===== src/rtl/chunked_subtractor32.sv =====
// Multi-cycle 32-bit subtractor: input1 - input2 via one reused 5-bit add slice
// (A + ~B + 1), seven slices per operation, with borrow/overflow/zero flags.
module chunked_subtractor32 (
  input  logic        clk,
  input  logic        reset,
  input  logic        start,
  input  logic [31:0] input1,
  input  logic [31:0] input2,
  output logic [31:0] difference,
  output logic        borrowOut,
  output logic        overflow,
  output logic        zero,
  output logic        busy,
  output logic        done
);

  typedef enum logic [1:0] {S_IDLE, S_RUN, S_DONE} state_t;

  state_t      r_state;
  state_t      w_next;
  logic [31:0] r_a;
  logic [31:0] r_b;
  logic        r_carry;
  logic [2:0]  r_k;

  logic [4:0]  w_shamt;
  logic [31:0] w_a_sh;
  logic [31:0] w_b_sh;
  logic [5:0]  w_sum;
  logic [31:0] w_diff_next;
  logic        w_last;

  // Slice k covers bits 5k+4:5k; for k=6 the shift leaves only bits 31:30,
  // so operand bits 4:2 are zero-padded and sum bit 2 is the bit-31 carry-out.
  always_comb begin
    w_shamt     = {r_k, 2'b00} + {2'b00, r_k};
    w_a_sh      = r_a >> w_shamt;
    w_b_sh      = r_b >> w_shamt;
    w_sum       = {1'b0, w_a_sh[4:0]} + {1'b0, w_b_sh[4:0]} + {5'd0, r_carry};
    w_last      = (r_k == 3'd6);
    w_diff_next = (difference & ~(32'h0000_001F << w_shamt))
                | ({27'd0, w_sum[4:0]} << w_shamt);
  end

  always_ff @(posedge clk) begin
    if (reset) r_state <= S_IDLE;
    else       r_state <= w_next;
  end

  always_comb begin
    w_next = r_state;
    case (r_state)
      S_IDLE:  if (start) w_next = S_RUN;
      S_RUN:   if (w_last) w_next = S_DONE;
      S_DONE:  w_next = S_IDLE;
      default: w_next = S_IDLE;
    endcase
  end

  always_comb begin
    busy = (r_state == S_RUN);
    done = (r_state == S_DONE);
  end

  always_ff @(posedge clk) begin
    if (reset) begin
      r_a        <= '0;
      r_b        <= '0;
      r_carry    <= 1'b0;
      r_k        <= '0;
      difference <= '0;
      borrowOut  <= 1'b0;
      overflow   <= 1'b0;
      zero       <= 1'b0;
    end else begin
      case (r_state)
        S_IDLE: begin
          if (start) begin
            r_a        <= input1;
            r_b        <= ~input2;
            r_carry    <= 1'b1;
            r_k        <= '0;
            difference <= '0;
            borrowOut  <= 1'b0;
            overflow   <= 1'b0;
            zero       <= 1'b0;
          end
        end
        S_RUN: begin
          difference <= w_diff_next;
          r_carry    <= w_sum[5];
          r_k        <= r_k + 3'd1;
          if (w_last) begin
            r_k       <= '0;
            borrowOut <= ~w_sum[2];
            // r_b holds ~input2, so equal top bits mean operand signs differ
            overflow  <= (r_a[31] == r_b[31]) && (w_diff_next[31] != r_a[31]);
            zero      <= (w_diff_next == 32'd0);
          end
        end
        default: ;
      endcase
    end
  end

endmodule


===== config.mk =====
export PLATFORM = sky130hd
export DESIGN_NAME = chunked_subtractor32
export DESIGN_NICKNAME = d
export VERILOG_FILES = /design/src/rtl/chunked_subtractor32.sv
export SDC_FILE = /design/constraint.sdc
export NUM_CORES = 1
export LEC_CHECK = 0
export BUFFER_PORTS_ARGS = -buffer_cell sky130_fd_sc_hd__buf_2
export CAP_MARGIN = 5
export CORE_ASPECT_RATIO = 0.5
export CORE_MARGIN = 2
export CORE_UTILIZATION = 53
export CTS_CLUSTER_SIZE = 8
export DETAILED_ROUTE_END_ITERATION = 16
export PLACE_DENSITY = 0.84
export SLEW_MARGIN = 20
export SYNTH_ARGS = -nofsm -noshare
export SYNTH_HDL_FRONTEND = slang
export SYNTH_SLANG_ARGS = --single-unit

===== constraint.sdc =====
create_clock -name clk -period 4.7 [get_ports clk]
set_clock_uncertainty 0.1 [all_clocks]
set_input_delay 0.705 -clock clk [delete_from_list [all_inputs] [get_ports clk]]
set_output_delay 0.705 -clock clk [all_outputs]
set_load 0.005 [all_outputs]

==> flow_summary.toml, run 1 <==
[drt]
drc = 0
drtAntennaViolNets = 0
vias = 7174
wl_per_cell_um = 19.06
drt_iter0_markers = 1043
drt_pass1_iterations = 5
wirelength_um = 21040
via_per_inst = 6.498

[cts]
clock-sinks = 105
clk_transition_reported_paths_ps = 70
worstSkewPairLatency_ps = 350
cts_buffer_depth = 2
cts_tree = "done"
cts_made_buffers = 9
holdBufCountCts = 0
cts-htree-levels = 3
cts_root_buf = "clkbuf_16"

[logic_synthesis]
synth.mux.area_fraction_pct = 19.83
seq_area_frac_synth_pct = 29.98
syn_avg_cell_area_sq_um = 8.239
yosys_warnings = 0
synthAdderAreaFrac_pct = 1.642
synth-edff-count = 0
synthSimpleGateAreaFrac_pct = 19.36
synth_compound_area_share_pct = 23.48
ys.flop_type = "dfxtp_1"
ys_ff_latch = 105
synth_top_family_by_area = "compound AO/OA/AOI/OAI gates"
synth-xor-area-share_pct = 0.7316
synthArstFlopShare_pct = 0
yosys.cell_types.count = 65
syn-num-nets = 926
synth_cells = 851
syn-cell-area_sq_um = 7012

[grt]
grt_use_total_pct = 29.29
grt_pass1_vias = 6612
overflow = 0
antenna_found_initial = 0
grt_pass1_wl_um = 33910
grt_max_degree = 80

[power_and_ir_drop]
power.leakage_nw = 3.066
pwr-share-seq_pct = 39.4
p_clk_share_pct = 33.9
vdd_ir_drop_max_v = 0.0001816
power_density_nw_per_um2 = 307.8
combPwrFrac_pct = 26.7
p_sw_w = 0.0007769
swShare_pct = 30.81
p_int_w = 0.001745

[worst_hold_path]
hold_depth = 2
hold_end = "r_a[0]$_SDFFE_PP0P_"
min_from = "r_a[0]$_SDFFE_PP0P_"
min_path_type = "reg -> reg"

[final_layout]
nNetsFinal = 1004
syn_to_final_growth_pct = 16.86
final_common_cell = "nand2_1"
multiInputGateArea_sq_um = 4636
final_area_sq_um = 8194
n_antenna_cell = 0
fillers = 1114
final_cell_mix = "nand2_1, dfxtp_1, buf_2"
seqCellArea_sq_um = 2107
drive_above_1_share_pct = 24.73

[sta]
finalSetupViolCount = 0
maxSlewHeadroom_pct = 46.99
hold_viol = 0
drv_slew = 0
period_share_pct = 96.28
worst_pin_slew_ps = 795.1
min_period_ps = 4525
whs_ps = 381.0
fmax_ghz = 0.2210

[outcome]
status = "complete, no violations"

[placed_design]
port-buffer-count = 103
place_area_sq_um = 7790
place_congestion = 0.9750
dp.final_hpwl_um = 15050

[worst_setup_path]
critical_path_class = "reg -> reg"
rr_startpoint = "r_k[0]$_SDFFE_PP0P_"
timing.rr.end = "zero$_SDFFE_PP0P_"
crit_required_ps = 4820
cp-end-kind = "flop"
rrSetupSlack_ps = 170
worst-path-max-fanout = 29
cp.arrival_ps = 4640
rr_worst_depth = 16
crit_path_start_kind = "flop"

[floorplanning]
dieWidth_um = 166.7
die-area_sq_um = 14220
io_pins = 104
fp.dieH_um = 85.33
core_area_sq_um = 12770
fp-row-count = 29
start_util_pct = 54.90

[run]
cap_viol_max_count = 0
==> registers in the layout (all words and copies together), names as in the netlist, 2 cells and up <==
register	flops
r_a	32
difference	32
r_b	32
r_k	3
r_state	2
==> stage by stage <==
stage / setup TNS, ps / setup WS, ps / instances / utilization (%) / total power [W]
4_1_cts: 0 / 76.22 / 1104 / 63.66 / 0.002501
3_3_place_gp: 0 / 225.6 / 1088 / 60.99 / 0.001633
6_report: 0 / 174.9 / 1104 / 64.16 / 0.002522
5_1_grt: -3.260 / -3.260 / 1104 / 64.16 / 0.002629
2_1_floorplan: 0 / 16.89 / 851 / - / 0.001445
3_5_place_dp: 0 / 145.0 / 1088 / 60.99 / 0.001651
==> synthesized netlist by cell type (all sizes together), types with 12 or more instances <==
master | instances | area [sq um]
nor2 | 95 | 356.6
nand2 | 127 | 476.7
a32oi | 12 | 105.1
a211oi | 36 | 270.3
o21ai | 49 | 245.2
a21oi | 78 | 390.4
nand3 | 19 | 95.09
mux2i | 32 | 320.3
dfxtp | 105 | 2102
clkbuf | 51 | 191.4
nor3 | 17 | 85.08
mux4 | 45 | 1013
buf | 26 | 123.9
==> timing repair <==
item                                   4_1_cts  5_1_grt
endpoints found under the hold margin        0        0
setup endpoints to repair                    0       12
resized for setup                            0       15
buffers inserted                             0        0
==> layer usage <==
| metal | part of all wire (%) | GRT usage (%) |
|---|---|---|
| met1 | 43 | 40.65 |
| met2 | 45 | 46.81 |
| met3 | 11 | 6.390 |
| met4 | 2.1 | 7.837 |
| met5 | 0 | 0 |
==> how the worst max path moves through the flow <==
stage,startpoint,endpoint,slack [ps],depth (start not counted)
floorplan,r_k[2]$_SDFFE_PP0P_,zero$_SDFFE_PP0P_,20,20
global placement,r_k[0]$_SDFFE_PP0P_,zero$_SDFFE_PP0P_,230,16
detailed placement,r_k[0]$_SDFFE_PP0P_,zero$_SDFFE_PP0P_,150,16
CTS,r_k[0]$_SDFFE_PP0P_,zero$_SDFFE_PP0P_,80,16
global route,r_k[0]$_SDFFE_PP0P_,zero$_SDFFE_PP0P_,-3,16
finish,r_k[0]$_SDFFE_PP0P_,zero$_SDFFE_PP0P_,170,16
==> worst max-delay path, stage by stage (launching register included) <==
cell and delay (ps):
dfxtp_4 370, ha_2 520, buf_6 290, mux4_2 330, nor2b_1 140, a211oi_1 280, a21oi_1 100, o21ai_0 280
fa_2 330, nor2b_1 80, or4_1 500, nand4_1 170, o21ai_4 120, o21ai_1 380, o211ai_1 160, o211ai_1 130
o31ai_2 100
==> layout make-up <==
| class | count | area share [%] |
|---|---|---|
| clock buffers | 12 | 3.268 |
| clock inverters | 4 | 0.8856 |
| well taps | 170 | 2.596 |
| flip-flops and latches | 105 | 25.71 |
| multi-input cells | 660 | 56.57 |
| repair buffers | 144 | 10.55 |
| inverters | 9 | 0.4123 |
==> cells by family (layout without fill, tap and decap cells) <==
| group | after synthesis | count (layout) |
|---|---|---|
| compound gates | 256 | 256 |
| xor+xnor | 5 | 5 |
| fa+ha+maj | 8 | 8 |
| buf+inv | 86 | 169 |
| flops | 105 | 105 |
| mux | 82 | 82 |
| simple gates | 309 | 309 |
==> power groups by stage <==
stage                     clock (W)  combinational, W  sequential [W]
after CTS                  0.000866          0.000643        0.000991
after global placement            0          0.000627         0.00101
after detailed placement          0          0.000640         0.00101
after floorplan                   0          0.000455        0.000990
after global routing       0.000899          0.000730        0.000999
final                      0.000854          0.000674        0.000994
No activity file was read; power rests on OpenSTA's default activity.
==> run 2, diff against run 1 <==
Settings changed: CELL_PAD_IN_SITES_DETAIL_PLACEMENT from default to 1, CELL_PAD_IN_SITES_GLOBAL_PLACEMENT from default to 1, CORE_UTILIZATION 53 to 39, PLACE_DENSITY 0.84 to 0.83.
==> flow_summary.toml, run 2 (synthesis results as in run 1) <==
[floorplanning]
dieWidth_um = 193.6
start_util_pct = 40.10
die-area_sq_um = 19130
fp-row-count = 34
io_pins = 104
core_area_sq_um = 17480
fp.dieH_um = 98.81

[worst_setup_path]
worst-path-max-fanout = 21
critical_path_class = "reg -> reg"
cp.arrival_ps = 4830
cp-end-kind = "flop"
rr_worst_depth = 16
crit_path_start_kind = "flop"
crit_required_ps = 4880

[cts]
cts_buffer_depth = 2
holdBufCountCts = 0
cts-htree-levels = 3
worstSkewPairLatency_ps = 370
cts_tree = "done"
cts_root_buf = "clkbuf_16"
clk_transition_reported_paths_ps = 70
cts_made_buffers = 9
clock-sinks = 105

[final_layout]
fillers = 2114
final_common_cell = "nand2_1"
nNetsFinal = 1017
drive_above_1_share_pct = 25.45
n_antenna_cell = 0
syn_to_final_growth_pct = 19.66
final_cell_mix = "nand2_1, dfxtp_1, buf_2"
largestRegisters = "difference x32, r_a x32, r_b x32"

[power_and_ir_drop]
vdd_ir_drop_max_v = 0.0001804
combPwrFrac_pct = 27.1
p_total_w = 0.002625
p_clk_share_pct = 34.9
power.leakage_nw = 3.136
pwr-share-seq_pct = 38.0
p_int_w = 0.001795
p_sw_w = 0.0008295
swShare_pct = 31.61
power_density_nw_per_um2 = 312.8

[placed_design]
dp.final_hpwl_um = 18270
port-buffer-count = 103
place_congestion = 0.9517

[sta]
drv_slew = 0
finalSetupViolCount = 0
whs_ps = 384.8
fmax_ghz = 0.2152
maxSlewHeadroom_pct = 30.74
period_share_pct = 98.85
hold_viol = 0
worst_pin_slew_ps = 1024
min_period_ps = 4646

[drt]
drc = 0
drt_iter0_markers = 621
drt_pass1_iterations = 5
vias = 7276
wl_per_cell_um = 21.58
via_per_inst = 6.161
wirelength_um = 25490
drtAntennaViolNets = 0

[grt]
overflow = 0
antenna_found_initial = 0
grt_pass1_vias = 7408
grt_max_degree = 61
grt_pass1_wl_um = 40830
grt_use_total_pct = 26.70

[worst_hold_path]
hold_depth = 2
min_path_type = "reg -> reg"

[run]
cap_viol_max_count = 0

[outcome]
status = "complete, no violations"
## run 2: area by class of cell
class                           count  area [sq um]  share of cell area (%)
Inverter                            9         33.78                  0.4026
Sequential cell                   105          2110                   25.14
Multi-Input combinational cell    660          4629                   55.17
Clock inverter                      4         97.59                   1.163
Tap cell                          234         292.8                   3.489
Timing Repair Buffer              157         969.7                   11.56
Clock buffer                       12         257.7                   3.072
## run 2: path summary, 6_finish.rpt
| kind | from | to | slack (ps) |
|---|---|---|---|
| worst min-delay path | difference[3]$_SDFFE_PP0P_ | difference[3]$_SDFFE_PP0P_ | 380 |
| worst max-delay path | r_k[0]$_SDFFE_PP0P_ | zero$_SDFFE_PP0P_ | 50 |
| worst max register to register | r_k[0]$_SDFFE_PP0P_ | zero$_SDFFE_PP0P_ | 50 |
| worst min register to register | difference[3]$_SDFFE_PP0P_ | difference[3]$_SDFFE_PP0P_ | 380 |
## run 2: per-layer routing
layer	global-route usage, %	wire length (um)
met1	36.54	11430
met3	5.270	1911
met5	0	0
met2	42.28	11530
met4	9.571	619
## run 2: per-stage QoR
stage / utilization [%] / std cells / setup slack (ps) / TNS, ps / area (sq um)
4_1_cts: 47.52 / 1178 / 57.69 / 0 / 8308
2_1_floorplan: - / 851 / 16.89 / 0 / 7022
3_3_place_gp: 45.38 / 1162 / 203.3 / 0 / 7935
3_5_place_dp: 45.38 / 1162 / -19.68 / -19.68 / 7935
6_report: 47.99 / 1181 / 54.14 / 0 / 8391
5_1_grt: 47.99 / 1181 / -82.71 / -90.19 / 8391
## run 2: repair_timing
item / in CTS / in global routing
resized for setup: 2 / 8
setup buffers: 0 / 2
gates cloned: 0 / 1
setup endpoints to repair: 1 / 21
## run 2: critical path, stage by stage, from the launching register on
cell and delay, ps:
dfxtp_4 390, ha_4 360, inv_2 170, nand2_1 180, buf_4 200, o221ai_1 310
o22ai_1 170, o31ai_1 380, ha_1 400, a21oi_1 250, and3_1 280, nor2_1 110
mux2i_1 290, nor3_1 120, a2111oi_0 490, nand4_1 180, o31ai_2 190
## run 2: power groups by stage
stage                     logic [W]  registers [W]  clock network, W
after floorplan            0.000455       0.000990                 0
after global placement     0.000645        0.00101                 0
after detailed placement   0.000672        0.00102                 0
after CTS                  0.000683       0.000997          0.000923
after global routing       0.000770        0.00100          0.000962
final                      0.000710       0.000998          0.000916
==> run 3, diff against run 2 <==
Settings changed: CORE_MARGIN 2 to default.
==> flow_summary.toml, run 3 (synthesis results as in run 1) <==
[outcome]
status = "complete, no violations"

[power_and_ir_drop]
vdd_ir_drop_max_v = 0.0001804
power.leakage_nw = 3.115
power_density_nw_per_um2 = 302.5

[cts]
cts_root_buf = "clkbuf_16"
cts-htree-levels = 3
holdBufCountCts = 0
clk_transition_reported_paths_ps = 70
cts_made_buffers = 9
cts_tree = "done"
clock-sinks = 105
worstSkewPairLatency_ps = 360
cts_buffer_depth = 2

[floorplanning]
start_util_pct = 40.10
dieWidth_um = 191.6
core_area_sq_um = 17480
fp-row-count = 34
fp.dieH_um = 96.81
io_pins = 104
die-area_sq_um = 18550

[placed_design]
place_congestion = 0.9436
dp_slack_ps = 65.71
place_area_sq_um = 7923
port-buffer-count = 103
dp.final_hpwl_um = 18570

[worst_setup_path]
cp_top_family = "compound AO/OA/AOI/OAI gates"
crit_top_cell = "buf_4"
critical_path_class = "reg -> reg"
rrSetupSlack_ps = 250
cp.arrival_ps = 4620
cp-end-kind = "flop"
crit_start = "r_k[0]$_SDFFE_PP0P_"
crit_required_ps = 4870
rr_worst_depth = 19
crit_path_start_kind = "flop"
path_cells = "ha_4 > ha_4 > buf_4 > buf_4 > nor2_1 > o21ai_1 > o22ai_1 > or3_1 > o21ai_0 > ha_1 > a21oi_1 > and3_1 > o311ai_2 > nand2_1 > mux2i_1 > buf_4 > a221oi_1 > o211ai_1 > o31ai_2"
slowest_stage = "dfxtp_4"
rr_startpoint = "r_k[0]$_SDFFE_PP0P_"
timing.rr.end = "zero$_SDFFE_PP0P_"
worst-path-max-fanout = 13
slowest_delay_ps = 390
worst-path-buf-inv = 3

[sta]
hold_viol = 0
whs_ps = 389.6
final.setup.worst_slack_ps = 249.8
min_period_ps = 4450
maxSlewHeadroom_pct = 43.69
drv_slew = 0
fmax_ghz = 0.2247
worst_pin_slew_ps = 844.7
finalSetupViolCount = 0
period_share_pct = 94.69

[grt]
met3_usage_pct = 5.588
grt_pass1_vias = 7323
grt_use_met2_pct = 43.00
grt_busiest_layer = "met2"
grt_max_degree = 80
use_met1_pct = 39.59
overflow = 0
grt_use_total_pct = 27.86
grt_pass1_wl_um = 40640
antenna_found_initial = 0

[final_layout]
final_cell_mix = "nand2_1, dfxtp_1, buf_2"
drive_above_1_share_pct = 25.93
seqCellArea_sq_um = 2110
fillers = 2106
final_area_sq_um = 8373
syn_to_final_growth_pct = 19.41
multiInputGateArea_sq_um = 4657
largestRegisters = "difference x32, r_a x32, r_b x32"
nNetsFinal = 1017
final_common_cell = "nand2_1"
n_antenna_cell = 0
utilization_pct = 47.89

[drt]
drt_pass1_iterations = 5
vias = 7343
drt_iter0_markers = 577
wirelength_um = 25530
via_per_inst = 6.228
drc = 0
wl_per_cell_um = 21.66
drtAntennaViolNets = 0

[worst_hold_path]
min_path_type = "reg -> reg"
hold_depth = 2
hold_end = "difference[17]$_SDFFE_PP0P_"
min_from = "difference[17]$_SDFFE_PP0P_"

[run]
cap_viol_max_count = 0
==> run 3: cell types whose count changed in the layout (fill, tap and decap cells not counted), sizes merged <==
cell	change
inv	-1
clkinvlp	+1
clkbuf	-1
bufinv	-1
==> run 3: worst max path at each step <==
stage	to	slack, ps	cells past startpoint
floorplan	zero$_SDFFE_PP0P_	20	20
global placement	zero$_SDFFE_PP0P_	190	15
detailed placement	zero$_SDFFE_PP0P_	70	17
CTS	zero$_SDFFE_PP0P_	20	16
global route	zero$_SDFFE_PP0P_	-2	19
finish	zero$_SDFFE_PP0P_	250	19
==> run 3: metal layers <==
metal / vias to the layer above / part of all wire (%)
met4: 0 / 2.0
met2: 261 / 45
met1: 3685 / 46
met5: - / 0
li1: 3351 / -
met3: 46 / 6.1
==> run 3: cell type report <==
class | instances | share of cell area [%]
clock inverters | 3 | 0.8069
clock buffers | 11 | 2.899
flip-flops and latches | 105 | 25.19
multi-input cells | 660 | 55.62
inverters | 9 | 0.4483
repair buffers | 157 | 11.54
well taps | 234 | 3.497
==> run 3: through the flow <==
stage,power [W],TNS (ps),std cells
floorplan,0.001445,0,851
global placement,0.001664,0,1162
detailed placement,0.001692,0,1162
CTS,0.002522,0,1176
global route,0.002644,-1.841,1179
finish,0.002532,0,1179
==> run 3: worst register-to-register path: stages, from the launching register on <==
cell and delay (ps):
dfxtp_4 390, ha_4 170, ha_4 360, buf_4 140
buf_4 200, nor2_1 80, o21ai_1 160, o22ai_1 130
or3_1 360, o21ai_0 150, ha_1 360, a21oi_1 210
and3_1 280, o311ai_2 120, nand2_1 190, mux2i_1 140
buf_4 180, a221oi_1 280, o211ai_1 160, o31ai_2 220
==> run 3: report_power, final <==
part | internal (W) | switching [W] | leakage, nW
Sequential | 0.000937 | 0.0000607 | 0.861
Combinational | 0.000303 | 0.000412 | 2.11
Clock | 0.000476 | 0.000343 | 0.148
Total | 0.00172 | 0.000816 | 3.11
==> run 3: what timing repair did <==
| action | 4_1_cts | 5_1_grt |
|---|---|---|
| setup buffers | 0 | 2 |
| hold endpoints to repair | 0 | 0 |
| endpoints found under the setup margin | 0 | 23 |
| gates resized for setup | 0 | 22 |
